--- config.mk ---
export PLATFORM = sky130hd
export DESIGN_NAME = mux_rr_arbiter
export DESIGN_NICKNAME = d
export VERILOG_FILES = /design/src/rtl/mux_rr_arbiter_pkg.sv /design/src/rtl/mux_rr_arbiter_mux.sv /design/src/rtl/mux_rr_arbiter.sv
export SDC_FILE = /design/constraint.sdc
export NUM_CORES = 1
export LEC_CHECK = 0
export ABC_AREA = 0
export BUFFER_PORTS_ARGS = -buffer_cell sky130_fd_sc_hd__buf_4
export CAP_MARGIN = 0
export CORE_MARGIN = 2
export CORE_UTILIZATION = 50
export CTS_BUF_LIST = sky130_fd_sc_hd__clkbuf_4 sky130_fd_sc_hd__clkbuf_8
export DETAILED_ROUTE_END_ITERATION = 10
export GPL_TIMING_DRIVEN = 0
export PLACE_DENSITY = 0.83
export RECOVER_POWER = 25
export SLEW_MARGIN = 10
export SYNTH_ARGS = -nofsm -noshare
export SYNTH_HDL_FRONTEND = slang
export SYNTH_SLANG_ARGS = --single-unit
--- constraint.sdc ---
create_clock -name clk -period 2.45 [get_ports clk]
set_clock_uncertainty 0.15 [all_clocks]
set_input_delay 0.1225 -clock clk [delete_from_list [all_inputs] [get_ports clk]]
set_output_delay 0.1225 -clock clk [all_outputs]
set_load 0.02 [all_outputs]
--- src/rtl/mux_rr_arbiter_pkg.sv ---
// Shared types and constants for the round-robin arbiter that sequences
// four requesters onto one 4:1 single-bit mux.
package mux_rr_arbiter_pkg;

  localparam int N_REQ = 4;
  localparam int SEL_W = 2;

  typedef enum logic {
    IDLE  = 1'b0,
    GRANT = 1'b1
  } state_t;

  typedef struct packed {
    logic             found;
    logic [SEL_W-1:0] idx;
  } arb_t;

  function automatic logic [N_REQ-1:0] onehot(input logic [SEL_W-1:0] idx);
    return N_REQ'(1) << idx;
  endfunction

endpackage

--- src/rtl/mux_rr_arbiter_mux.sv ---
// Existing 4:1 single-bit mux shared by the requesters; index = {c1,c0}.
module mux (
  input  logic x0,
  input  logic x1,
  input  logic x2,
  input  logic x3,
  input  logic c0,
  input  logic c1,
  output logic m
);

  assign m = c1 ? (c0 ? x3 : x2) : (c0 ? x1 : x0);

endmodule

--- src/rtl/mux_rr_arbiter.sv ---
// Round-robin arbiter: grants one requester at a time for at most MAX_HOLD
// cycles, steers the shared mux from the grant and registers its output.
module mux_rr_arbiter
  import mux_rr_arbiter_pkg::*;
#(
  parameter int MAX_HOLD = 4
) (
  input  logic             clk,
  input  logic             rst_n,
  input  logic [N_REQ-1:0] req,
  input  logic             x0,
  input  logic             x1,
  input  logic             x2,
  input  logic             x3,
  output logic [N_REQ-1:0] gnt,
  output logic             c0,
  output logic             c1,
  output logic             m,
  output logic             m_valid
);

  localparam logic [3:0] HOLD_LAST = 4'(MAX_HOLD - 1);

  state_t           state;
  logic [SEL_W-1:0] sel;
  logic [SEL_W-1:0] last_owner;
  logic [3:0]       hold_cnt;
  logic             mux_m;
  logic [SEL_W-1:0] arb_last;
  logic             release_now;
  arb_t             arb;

  // Rotate so the slot after `last` sits at bit 0, take the lowest set bit,
  // then rotate the index back into requester numbering.
  function automatic arb_t arbitrate(input logic [N_REQ-1:0] r,
                                     input logic [SEL_W-1:0] last);
    logic [SEL_W-1:0]   base;
    logic [2*N_REQ-1:0] dbl;
    logic [N_REQ-1:0]   rot;
    arb_t               res;
    base = last + 1'b1;
    dbl  = {r, r} >> base;
    rot  = dbl[N_REQ-1:0];
    res  = '{found: 1'b0, idx: '0};
    for (int i = N_REQ - 1; i >= 0; i--) begin
      if (rot[i]) begin
        res.found = 1'b1;
        res.idx   = SEL_W'(i) + base;
      end
    end
    return res;
  endfunction

  mux u_mux (
    .x0 (x0),
    .x1 (x1),
    .x2 (x2),
    .x3 (x3),
    .c0 (sel[0]),
    .c1 (sel[1]),
    .m  (mux_m)
  );

  // While granted, the registered select is the owner; a dropped owner has
  // req[owner]==0 and so is naturally excluded from re-arbitration.
  always_comb begin
    // NOTE: every always_comb output gets a default first so no path can infer a latch.
    arb_last    = last_owner;
    release_now = 1'b0;
    if (state == GRANT) begin
      arb_last    = sel;
      release_now = !req[sel] || (hold_cnt == HOLD_LAST);
    end
    arb = arbitrate(req, arb_last);
  end

  // NOTE: state registers use non-blocking assignments so every flop samples pre-edge values.
  always_ff @(posedge clk or negedge rst_n) begin
    if (!rst_n) begin
      state      <= IDLE;
      gnt        <= '0;
      sel        <= '0;
      last_owner <= 2'd3;
      hold_cnt   <= '0;
      m          <= 1'b0;
      m_valid    <= 1'b0;
    end else begin
      case (state)
        IDLE: begin
          m_valid <= 1'b0;
          if (arb.found) begin
            state    <= GRANT;
            gnt      <= onehot(arb.idx);
            sel      <= arb.idx;
            hold_cnt <= '0;
          end
        end
        GRANT: begin
          m       <= mux_m;
          m_valid <= 1'b1;
          if (release_now) begin
            last_owner <= sel;
            if (arb.found) begin
              gnt      <= onehot(arb.idx);
              sel      <= arb.idx;
              hold_cnt <= '0;
            end else begin
              gnt   <= '0;
              state <= IDLE;
            end
          end else begin
            hold_cnt <= hold_cnt + 4'd1;
          end
        end
        default: state <= IDLE;
      endcase
    end
  end

  assign c0 = sel[0];
  assign c1 = sel[1];

endmodule
## After elaboration in Yosys (flattened, before gate mapping)

Cells that the tools add are included.

| cells by class | value |
|---|---|
| add/subtract/negate cells | 5 |
| $mul | 0 |
| divide/modulo/power cells | 0 |
| $lt $le $gt $ge | 1 |
| equal/unequal tests | 3 |
| shifts and indexed selects | 2 |
| muxes and demuxes | 25 |
| bitwise gates (word level) | 1 |
| reduce and logical (&&, ||, !) cells | 4 |

Operators by type and width:

| cell | number |
|---|---|
| $mux 4 | 5 |
| $pmux 4 s2 | 2 |
| $mux 3 | 4 |
| $shr 8x2->4 | 1 |
| $mux 1 | 7 |
| $mux 2 | 3 |
| $add 2x2->2 const A | 2 |
| $add 4x1->4 const B | 1 |
| $eq 4x2->1 const B | 1 |
| $pmux 1 s2 | 2 |
| $pmux 2 s2 | 1 |
| $reduce_and 2->1 | 2 |
| $shl 1x2->4 const A | 1 |
| $lt 2x3->1 const B | 1 |
| $add 1x2->2 const A | 1 |
| $add 2x1->2 const B | 1 |
| $bmux 1 s2 | 1 |
| $ne 2x1->1 const B | 1 |
| $ne 2x2->1 const B | 1 |
| $logic_not 1->1 | 1 |
| $logic_or 1x1->1 | 1 |
| $not 1->1 | 1 |

| storage, ports and cells | value |
|---|---|
| register bits | 15 |
| bits in latches | 0 |
| bits in writable memories | 0 |
| bits in read-only memories | 0 |
| input bits | 10 |
| word-level logic and storage cells | 48 |
| memories kept | 0 |

## Longest topological paths before layout

Gate-level depths: netlist (run 1).

| depth | value |
|---|---|
| depth after elaboration | 11 |
| depth in mapped cells | 6 |

## Cells and area by module

A second synthesis (run 1) with hierarchy kept.

| second synthesis, totals | value |
|---|---|
| cell total of the unflattened synthesis | 72 |
| area total of the unflattened synthesis | 812.0 µm² |

By module, submodules not included:

| module | times used | cells each | area each (µm²) |
|---|---|---|---|
| mux_rr_arbiter | 1 | 71 | 789.5 |
| mux | 1 | 1 | 22.5 |

## Least setup slack after synthesis (run 1)

OpenSTA, ideal clock, no wires.

| timing | value |
|---|---|
| path kind | reg2reg |
| from | reg sel[0] |
| to | reg last_owner[0] |
| data arrival time | 1.660 ns |
| required time | 2.218 ns |
| path slack | 0.558 ns |
| stages on the path, launching flop included | 5 |
| buffers on the path | 1 |
| clock period less this slack | 1.892 ns |
| cells stage by stage | dfrtp_1 -> buf_6 -> mux4_2 -> a21oi_1 -> mux2_2 |

| on the way | value |
|---|---|
| cells in the longest elaborated chain, start to end | 6 |

RTL lines:

| item | line | source |
|---|---|---|
| start: declaration | mux_rr_arbiter.sv:25 | `logic [SEL_W-1:0] sel;` |
| start signal: assignment | mux_rr_arbiter.sv:94 | `sel <= arb.idx;` |
| start signal: assignment | mux_rr_arbiter.sv:105 | `sel <= arb.idx;` |
| $bmux 1 s2 | mux_rr_arbiter.sv:72 | `release_now = !req[sel] \|\| (hold_cnt == HOLD_LAST);` |
| $mux 1 (not written as such) | mux_rr_arbiter.sv:72 |  |
| $logic_not 1->1 | mux_rr_arbiter.sv:72 |  |
| $logic_or 1x1->1 | mux_rr_arbiter.sv:72 |  |
| $mux 1 | mux_rr_arbiter.sv:70 | `if (state == GRANT) begin` |
| $reduce_and 2->1 (no line) | n/a |  |
| end signal: assignment | mux_rr_arbiter.sv:102 | `last_owner <= sel;` |
| end: declaration | mux_rr_arbiter.sv:26 | `logic [SEL_W-1:0] last_owner;` |

Parallel ways exist; a longest one is shown, timed or not. The select of a mux whose other input is x is not followed.
A chain may end at the register's enable or synchronous reset.

## Final worst setup path (run 1)

| timing | value |
|---|---|
| from | reg hold_cnt[0] |
| to | reg last_owner[1] |

| on the way | value |
|---|---|
| cells in the longest elaborated chain, start to end | 4 |

RTL lines:

| item | line | source |
|---|---|---|
| start: declaration | mux_rr_arbiter.sv:27 | `logic [3:0] hold_cnt;` |
| start signal: assignment | mux_rr_arbiter.sv:112 | `hold_cnt <= hold_cnt + 4'd1;` |
| $eq 4x2->1 | mux_rr_arbiter.sv:72 |  |
| $logic_or 1x1->1 | mux_rr_arbiter.sv:72 |  |
| $mux 1 | mux_rr_arbiter.sv:70 |  |
| $reduce_and 2->1 (no line) | n/a |  |

Every way passes these cells.

==> results.md, run 1 <==
* Max-cap viol count at 0
* Die area at a little over 0.002 mm2
* Sequential element share of the synthesized area at ~44%
* IO Port Bufs at 17
* First-pass GRT wire length at 2730 um
* Worst setup SP type: register
* Post-synth cell types at 33
* Max-slew violation count at 0
* Global route overflow at 0
* WP buf/inv at 0
* Min-Delay Path Class: input port to register
* Yosys top cell by area: dfrtp_1
* Synth Instances at 74
* TritonCTS Buffers at 3
* Synth Register Bits at 15
* Setup Viol. Count Final at 0
* Min Tclk post-route at 1.94 ns
* Layout cells sized above 1 at 44.9%
* Slack of the critical path at 0.509 ns
* IO Pins at 18
* Synth Cell Area at about 850 um2
* Die X at 45.3 um
* Die height at between 40 and 50 um
* Slew margin rel. at between 40% and 50%
* Clk buf depth at 2
* Skew-Pair Late Insertion Delay at 0.28 ns
* Detailed-route DRC error count at 0
* Yosys top cell area share at 38.1%
* RSZ-0062 raised after global routing: false
* CORE AREA at 0.00156 mm2
* Clock net sink count at 15
* Worst path slowest cell: or3b_2
* CTS tree: yes
* YS warnings at 0
* Sequence of cells on the critical path: ha_1 > or3b_2 > a21oi_1 > mux2_2
* CP endpoint kind: register
* H-tree Lvls at 1
* Crit path required time at 2.52 ns
* Initial core utilization at between 50 and 60%
* Drt first pass iters at 4
* Worst EP arrival at 2.01 ns
* Max Freq at roughly 520 MHz
* Inserted Diodes at 0
* DR WL met3 at between 20 and 30 um
* CP max FO at 4
* Placement Setup Slack at 0.533 ns
* DP HPWL at roughly 1300 um
* Via Count at 658
* Met1 Wirelength at around 740 um
* VDD IR-drop max at 0.613 mV
* Dominant cells by area after synthesis: dfrtp_1, dfstp_2, mux4_2
* Leak Pwr at ~0.48 nW
* Final period util at 79.2%
* Fin nets at 110
* CP Class: register to register
* Worst slew pin tran at 0.781 ns
* Status: completed
* WL final at 1660 um
* CTS root buffer: clkbuf_4
* Vias per cell at 5.77
* Setup total negative slack at 0 ns
* Routed len/inst at 14.6 um
* Iter 0 DRT Violations at 14
* Initial antenna violation count at 0
* Final Hold Fails at 0
* Area grow syn2layout at 23.6%
* Delay of the slowest critical-path stage at 0.50 ns
* CP top delay family: simple AND/OR/NAND/NOR gates
* Top sig layer: met4
* GR Util All Layers at 18.6%
* Synthesized Nets at 85
* Pwr Density at 1170 mW/mm2
* Reg clk slew, reported paths at 0.09 ns
* Mean Syn Cell Area at between 10 and 15 um2
* GPL Wtd Cong at roughly 0.78
* Met2 wire length at 858 um
* Post-DRT Antenna Nets at 0
* Site row count at 14
* Largest net degree at the start of global routing at 16
* Vias in the first global route at roughly 640
* Resized cells post-CTS at 0
-- sequential cells by signal, summed over array words and instances (netlist names) --
signal,flops
sel,2
last_owner,2
m_valid,1
gnt,4
hold_cnt,4
m,1
state,1
-- final timing paths --
check,startpoint,depth (start not counted),slack [ns],endpoint
worst max-delay path,hold_cnt[0],4,0.51,last_owner[1]
worst min-delay path,req[3],4,0.04,hold_cnt[0]
worst max register to register,hold_cnt[0],4,0.51,last_owner[1]
worst min register to register,state,0,0.25,m_valid
max in group asynchronous,rst_n,2,1.39,gnt[2]
min in group asynchronous,rst_n,2,0.28,m_valid
-- Yosys cell counts, drive strengths merged --
cell	count
or3b	1
a32o	1
o21ai	9
dfstp	2
and3	1
ha	1
mux2	4
nor4	1
inv	5
nor3	1
nor2	3
dfrtp	13
a21oi	3
mux4	2
buf	2
xnor2	2
o211ai	1
a22o	3
mux2i	3
nand2	6
o31ai	3
a22oi	1
or2	2
and2	1
nand3	3
-- per-stage QoR --
step / utilization (%) / total power, mW / std cells / hold slack [ns] / cell area (um2)
detailed placement: 64.3 / 1.10 / 107 / -0.164 / 1000
global placement: 64.3 / 1.07 / 107 / -0.163 / 1000
finish: 67.7 / 1.23 / 114 / 0.0418 / 1060
global route: 67.7 / 1.31 / 114 / 0.0652 / 1060
floorplan: - / 0.915 / 74 / -0.323 / 855
CTS: 68.0 / 1.24 / 114 / 0.0461 / 1060
-- power by group --
group	switching [mW]	internal, mW
sequential	0.0725	0.348
clock	0.0805	0.0606
combinational	0.334	0.338
total	0.487	0.746
-- cell type report --
type,instances,area (um2)
clock buffer,3,22.5
inverter,5,18.8
fill,111,503
clock inverter,1,5.00
buffer,2,22.5
sequential,15,378
timing repair buffer,20,154
multi-input combinational,52,435
tap,16,20.0
-- repair_timing --
item | 4_1_cts | 5_1_grt
hold endpoints to repair | 16 | 0
setup buffers | 0 | 0
hold buffers | 3 | 0
-- placed cells by master (no fill, tap or decap), types with 4 or more instances in the layout --
| cell | count |
|---|---|
| o21ai_0 | 5 |
| inv_1 | 4 |
| buf_4 | 16 |
| dfrtp_1 | 13 |
| nand2_1 | 6 |
-- logic make-up (layout without fill, tap and decap cells) --
group / count (synthesis) / in the layout / share of synthesized area (%)
AND/OR/NAND/NOR: 19 / 19 / 14.8
flip-flops: 15 / 15 / 44.2
AO/OA/AOI/OAI: 21 / 21 / 18.2
XOR/XNOR: 2 / 2 / 2.05
buffers and inverters: 7 / 31 / 4.83
multiplexers: 9 / 9 / 14.5
adder cells (fa/ha/maj): 1 / 1 / 1.46
-- worst register-to-register path, cell delays in order (launching register included) --
cell     delay, ns
dfrtp_1       0.40
ha_1          0.21
or3b_2        0.50
a21oi_1       0.26
mux2_2        0.37
-- routing by layer --
layer,vias up,GRT usage [%]
li1,320,-
met1,320,23.8
met2,13,30.9
met3,5,2.40
met4,0,8.82
met5,-,0
No activity file was read; power rests on OpenSTA's default activity.
==> run 2, diff against run 1 <==
==> constraint.sdc (replaced) <==
create_clock -name clk -period 1.9 [get_ports clk]
set_clock_uncertainty 0.15 [all_clocks]
set_input_delay 0.095 -clock clk [delete_from_list [all_inputs] [get_ports clk]]
set_output_delay 0.095 -clock clk [all_outputs]
set_load 0.02 [all_outputs]
==> run 2 against run 1 <==
- hold slack got worse by 0.028 ns
- clock power is 28% higher
- count of clock-buffer cells in the layout is the same
- register-to-register slack lost 0.48 ns
- routed wire length rose by 2.2%
- via count is 0.46% lower
- sequential share of layout area fell by 1.4 points
- cell count grew 1.8%
- critical endpoint is now gnt[0]
- largest power group unchanged
- highest routed layer unchanged
==> results.md, run 2 (synthesis gave the netlist of run 1 again) <==
* CORE AREA at 0.00156 mm2 (unchanged)
* Clock net sink count at 15 (unchanged)
* Worst path slowest cell: dfrtp_1
* Via Count at 655 (-0.46%)
* Clk buf depth at 2 (unchanged)
* Commonest cells after routing, fill and taps aside: buf_4, dfrtp_1, nand2_1
* Setup Viol. Count Final at 0 (unchanged)
* Detailed-route DRC error count at 0 (unchanged)
* Reg2reg start: state
* Vias per cell at 5.65 (-2.2%)
* Routed len/inst at 14.6 um (+0.47%)
* CTS tree: yes
* Sequence of cells on the critical path: buf_6 > mux2_4 > o21ai_2 > a21oi_2 > or2_4 > a32o_1
* Sequential Area at 378 um2 (unchanged)
* WL final at 1700 um (+2.2%)
* Switching share of power at 39.7% (+0.16 points)
* Crit path required time at 1.93 ns (-0.59 ns)
* Final Hold Fails at 0 (unchanged)
* Iter 0 DRT Violations at 6 (-8)
* VDD IR-drop max at 0.870 mV (+42%)
* Pwr Density at 1510 mW/mm2 (+29%)
* Skew-Pair Late Insertion Delay at 0.28 ns (about the same)
* Reg clk slew, reported paths at 0.09 ns (about the same)
* Sw Pwr at 657 uW (+35%)
* Delay of the slowest critical-path stage at 0.39 ns (-0.11 ns)
* GPL Wtd Cong at 0.776 (unchanged)
* Slack of the critical path at 0.0270 ns (-0.482 ns)
* CP endpoint kind: register
* Vias in the first global route at 640 (-0.16%)
* CP max FO at 6 (+2)
* Min-Delay Path Class: input port to register
* Multi-input logic area at 467 um2 (+7.2%)
* Fillers at 100 (-9.9%)
* R2r setup slk at 0.03 ns (-0.48 ns)
* Inserted Diodes at 0 (unchanged)
* Slew margin rel. at 47.8% (-0.13 points)
* Die height at 45.3 um (unchanged)
* Leak Pwr at 0.494 nW (+2.8%)
* Die X at 45.3 um (unchanged)
* Placed Area at 0.00100 mm2 (unchanged)
* Post-route cell area at 0.00110 mm2 (+4.1%)
* First-pass GRT wire length at 2750 um (+1.0%)
* GR Util All Layers at 18.7% (+0.17 points)
* Reg-to-Reg End: gnt[0]
* Combinational fraction of design power at 56.3% (+1.8 points)
* H-tree Lvls at 1 (unchanged)
* Max Freq at 534 MHz (+3.6%)
* Status: completed
* Worst slew pin tran at 0.783 ns (+0.00193 ns)
* Final hold slack at 0.0141 ns (-0.0277 ns)
* Hold Path Depth at 4 (unchanged)
* Global route overflow at 0 (unchanged)
* Worst setup path startpoint: state
* Int Power at 1.00 mW (+34%)
* Die area at 0.00206 mm2 (unchanged)
* Initial core utilization at 54.8% (unchanged)
* Largest net degree at the start of global routing at 16 (unchanged)
* Placement Setup Slack at -0.0173 ns (-0.550 ns)
* RSZ-0062 raised after global routing: true
* Sequential power share at 32.7% (-1.4 points)
* IO Port Bufs at 17 (unchanged)
* Max-slew violation count at 0 (unchanged)
* Post-DRT Antenna Nets at 0 (unchanged)
* Max-cap viol count at 0 (unchanged)
* Worst setup SP type: register
* Fin nets at 112 (+1.8%)
* Share of total power in the clock network at 10.9% (-0.5 points)
* TritonCTS Buffers at 3 (unchanged)
* IO Pins at 18 (unchanged)
* CTS root buffer: clkbuf_4
* Drt first pass iters at 3 (-1)
* Layout cells sized above 1 at 50.0% (+5.1 points)
* Largest registers: gnt x4, hold_cnt x4
* Site row count at 14 (unchanged)
* CP Class: register to register
* Most common cell after layout, fill and taps aside: buf_4
* Worst EP arrival at 1.90 ns (-0.11 ns)
* DP HPWL at 1290 um (unchanged)
* CP endpoint: gnt[0]
* Area grow syn2layout at 28.7%
* Initial antenna violation count at 0 (unchanged)
* Min Tclk post-route at 1.87 ns (-0.0676 ns)
* Final period util at 98.6% (+19 points)
* Reg2Reg Depth at 6 (+2)
run 2: repair_timing:
action / in CTS / in global routing
pin swaps: 0 / 4
setup endpoints to repair: 2 / 9
endpoints found under the hold margin: 16 / 0
gates resized for setup: 1 / 5
hold buffers: 2 / 0
setup buffers: 0 / 3
run 2: area by class of cell:
type / instances / area share (%)
multi-input cells: 52 / 42.4
flip-flops and latches: 15 / 34.4
repair buffers: 22 / 15.1
clock buffers: 3 / 2.05
plain buffers: 2 / 2.05
well taps: 16 / 1.82
inverters: 5 / 1.71
clock inverters: 1 / 0.455
run 2: metal layers:
metal	global-route usage, %	vias to the layer above	share of wire, %
met4	8.82	0	2.1
met5	0	-	0
met3	2.40	5	1.4
met2	30.9	11	51
li1	-	329	-
met1	24.3	310	46
run 2: critical path: cells and delay by family, from the launching register on:
family,cells,cell delay (ns)
AOI/OAI and AO/OA,3,0.50
buffers and inverters,1,0.14
DFF,1,0.39
muxes,1,0.33
and+or+nand+nor,1,0.25
run 2: worst min-delay path by stage:
stage | start | endpoint | slack [ns]
2_1_floorplan | rst_n | gnt[0] | -0.35
3_3_place_gp | rst_n | m_valid | -0.19
3_5_place_dp | rst_n | m_valid | -0.19
4_1_cts | req[1] | hold_cnt[0] | 0.01
5_1_grt | req[1] | hold_cnt[0] | 0.04
6_report | req[1] | hold_cnt[0] | 0.01
run 2: stage by stage:
stage	total power, mW	TNS [ns]	cells	utilization, %
detailed placement	1.42	-0.0328	107	64.3
floorplan	1.18	0	74	-
global placement	1.39	0	107	64.3
global route	1.77	-0.0491	116	70.5
CTS	1.60	0	113	67.6
finish	1.66	0	116	70.5
run 2: power groups by stage:
stage,Sequential [mW],Clock [mW],Combinational [mW]
final,0.542,0.181,0.934
after global routing,0.560,0.194,1.01
after CTS,0.543,0.182,0.880
after detailed placement,0.550,0,0.869
after global placement,0.540,0,0.846
after floorplan,0.608,0,0.572
==> run 3, diff against run 2 <==
--- a/config.mk
+++ b/config.mk
@@ -11,8 +11,9 @@
 export CORE_MARGIN = 2
 export CORE_UTILIZATION = 50
 export CTS_BUF_LIST = sky130_fd_sc_hd__clkbuf_4 sky130_fd_sc_hd__clkbuf_8
+export CTS_CLUSTER_SIZE = 28
 export DETAILED_ROUTE_END_ITERATION = 10
-export GPL_TIMING_DRIVEN = 0
+export GPL_TIMING_DRIVEN = 1
 export PLACE_DENSITY = 0.83
 export RECOVER_POWER = 25
 export SLEW_MARGIN = 10
==> run 3 against run 2 <==
- combinational power rose by 7%
- count of clock-buffer cells in the layout did not move
- sequential share of layout area barely moved
- power rose by 5.1%
- hold slack improved by 0.086 ns
- cell count rose by 1.7%
- register-to-register slack improved by 0.03 ns
- routed wire length rose by 13%
- sequential power rose by 2%
- die area did not move
- non-clock buffer count rose by 2
- critical path depth rose by 1
- highest routed layer unchanged
==> results.md, run 3 (synthesis gave the netlist of run 1 again) <==
* DP HPWL at 1380 um (+7.0%)
* Vias in the first global route at 681 (+6.4%)
* Final core utilization at 70.9% (+0.32 points)
* CP endpoint kind: register
* IO Pins at 18 (unchanged)
* Die area at 0.00206 mm2 (unchanged)
* Worst setup SP type: input port
* Crit path required time at 1.98 ns (+0.05 ns)
* Final period util at 96.8% (-1.7 points)
* R2r setup slk at 0.06 ns (+0.03 ns)
* Int Power at 1.04 mW (+3.7%)
* CORE AREA at 0.00156 mm2 (unchanged)
* Status: completed
* Area grow syn2layout at 29.3%
* RSZ-0062 raised after global routing: true
* Share of total power in the clock network at 10.7% (-0.2 points)
* Initial core utilization at 54.8% (unchanged)
* Worst setup path startpoint: req[1]
* WP buf/inv at 2 (+1)
* CTS tree: yes
* Die X at 45.3 um (unchanged)
* Min Tclk post-route at 1.84 ns (-0.0329 ns)
* Worst path slowest cell: dlygate4sd3_1
* CP Depth at 7 (+1)
* Commonest cells after routing, fill and taps aside: buf_4, dfrtp_1, nand2_1
* Max-slew violation count at 0 (unchanged)
* Slew margin rel. at 47.4% (-0.42 points)
* Reg-to-Reg End: gnt[0]
* Reg clk slew, reported paths at 0.10 ns (about the same)
* GR Util All Layers at 22.6% (+3.9 points)
* Routed len/inst at 16.3 um (+11%)
* Worst EP arrival at 1.92 ns (+0.02 ns)
* Clock net sink count at 15 (unchanged)
* Final hold slack at 0.0999 ns (+0.0857 ns)
* Hold wc startpoint: x2
* Placed insts at 109 (+1.9%)
* Hold Path Depth at 3 (-1)
* Largest net degree at the start of global routing at 16 (unchanged)
* Sequence of cells on the critical path: dlygate4sd3_1 > buf_4 > mux4_2 > nand3_2 > o21ai_2 > nor3_1 > a22o_1
* GPL Wtd Cong at 0.781 (+0.70%)
* First-pass GRT wire length at 3150 um (+14%)
* Combinational fraction of design power at 57.5% (+1.2 points)
* Reg2Reg Depth at 5 (-1)
* Detailed-route DRC error count at 0 (unchanged)
* Switching share of power at 40.5% (+0.80 points)
* Delay of the slowest critical-path stage at 0.54 ns (+0.15 ns)
* Post-layout total power at 1.74 mW (+5.1%)
* CP top delay family: buffers and inverters
* Max-cap viol count at 0 (unchanged)
* Finished Layout Cells at 118 (+1.7%)
* Min-Delay Path Class: input port to register
* Die height at 45.3 um (unchanged)
* Layout cells sized above 1 at 49.0% (-0.98 points)
* H-tree Lvls at 1 (unchanged)
* Initial antenna violation count at 0 (unchanged)
* Sequential power share at 31.8% (-0.9 points)
* CP max FO at 8 (+2)
* Max Freq at 543 MHz (+1.8%)
* Iter 0 DRT Violations at 7 (+1)
* IO Port Bufs at 17 (unchanged)
* Hold Path Sink: m
* Fillers at 117 (+17%)
* TritonCTS Buffers at 3 (unchanged)
* Via Count at 681 (+4.0%)
* Multi-input logic area at 453 um2 (-2.9%)
* Final Hold Fails at 0 (unchanged)
* Worst slew pin tran at 0.790 ns (+0.00635 ns)
* Largest registers: gnt x4, hold_cnt x4
* VDD IR-drop max at 0.952 mV (+9.3%)
* WL final at 1920 um (+13%)
* Drt first pass iters at 3 (unchanged)
* Clk buf depth at 2 (unchanged)
* Most common cell after layout, fill and taps aside: buf_4
* Vias per cell at 5.77 (+2.2%)
* Site row count at 14 (unchanged)
* Sw Pwr at 705 uW (+7.3%)
* CP Class: input port to register
* Inserted Diodes at 0 (unchanged)
* Skew-Pair Late Insertion Delay at 0.29 ns (about the same)
* Reg2reg start: state
* Leak Pwr at 0.505 nW (+2.0%)
* CTS root buffer: clkbuf_4
* Sequential Area at 379 um2 (+0.33%)
* Setup Viol. Count Final at 0 (unchanged)
* Global route overflow at 0 (unchanged)
* Pwr Density at 1580 mW/mm2 (+4.7%)
* Post-DRT Antenna Nets at 0 (unchanged)
* Fin nets at 114 (+1.8%)
run 3: worst register-to-register path: cells and delay by family (launching register included):
kind | cells | cell delay (ns)
AO/OA/AOI/OAI | 3 | 0.46
flip-flops | 1 | 0.46
multiplexers | 1 | 0.36
AND/OR/NAND/NOR | 1 | 0.29
run 3: cell type report:
type	instances	share of cell area [%]
clock inverters	1	0.453
well taps	16	1.81
repair buffers	26	18.7
flip-flops and latches	15	34.3
inverters	5	1.70
multi-input cells	52	41.0
clock buffers	3	2.04
run 3: worst max-delay path by stage:
stage | end | slack [ns]
after global routing | gnt[0] | -0.01
after global placement | last_owner[1] | 0.06
after floorplan | last_owner[0] | 0.008
final | gnt[2] | 0.06
after CTS | sel[0] | 0.001
after detailed placement | last_owner[1] | -0.03
run 3: per-stage QoR:
step                area [um2]  setup TNS, ns  setup WS, ns
floorplan                  855              0       0.00794
global placement          1010              0        0.0621
detailed placement        1010        -0.0460       -0.0337
CTS                       1080              0       0.00115
global route              1100        -0.0102       -0.0102
finish                    1100              0        0.0599
run 3: repair_timing:
| action | in CTS | in global routing |
|---|---|---|
| resized for setup | 1 | 6 |
| setup buffers | 1 | 1 |
| endpoints found under the hold margin | 16 | 0 |
| pin swaps | 0 | 3 |
| setup endpoints to repair | 3 | 8 |
| gates cloned | 0 | 0 |
| hold buffers | 3 | 0 |
run 3: per-layer routing:
metal	GRT usage, %	routed length, um	up-vias
met1	26.3	792	338
li1	-	-	328
met3	6.00	42	4
met2	37.7	1050	11
met5	0	0	-
met4	12.4	39	0
run 3: power groups by stage:
| stage | Clock (mW) | Combinational, mW | Sequential (mW) |
|---|---|---|---|
| after CTS | 0.187 | 0.924 | 0.548 |
| final | 0.186 | 1.00 | 0.555 |
| after detailed placement | 0 | 0.888 | 0.557 |
| after floorplan | 0 | 0.572 | 0.608 |
| after global routing | 0.207 | 1.08 | 0.567 |
| after global placement | 0 | 0.850 | 0.549 |
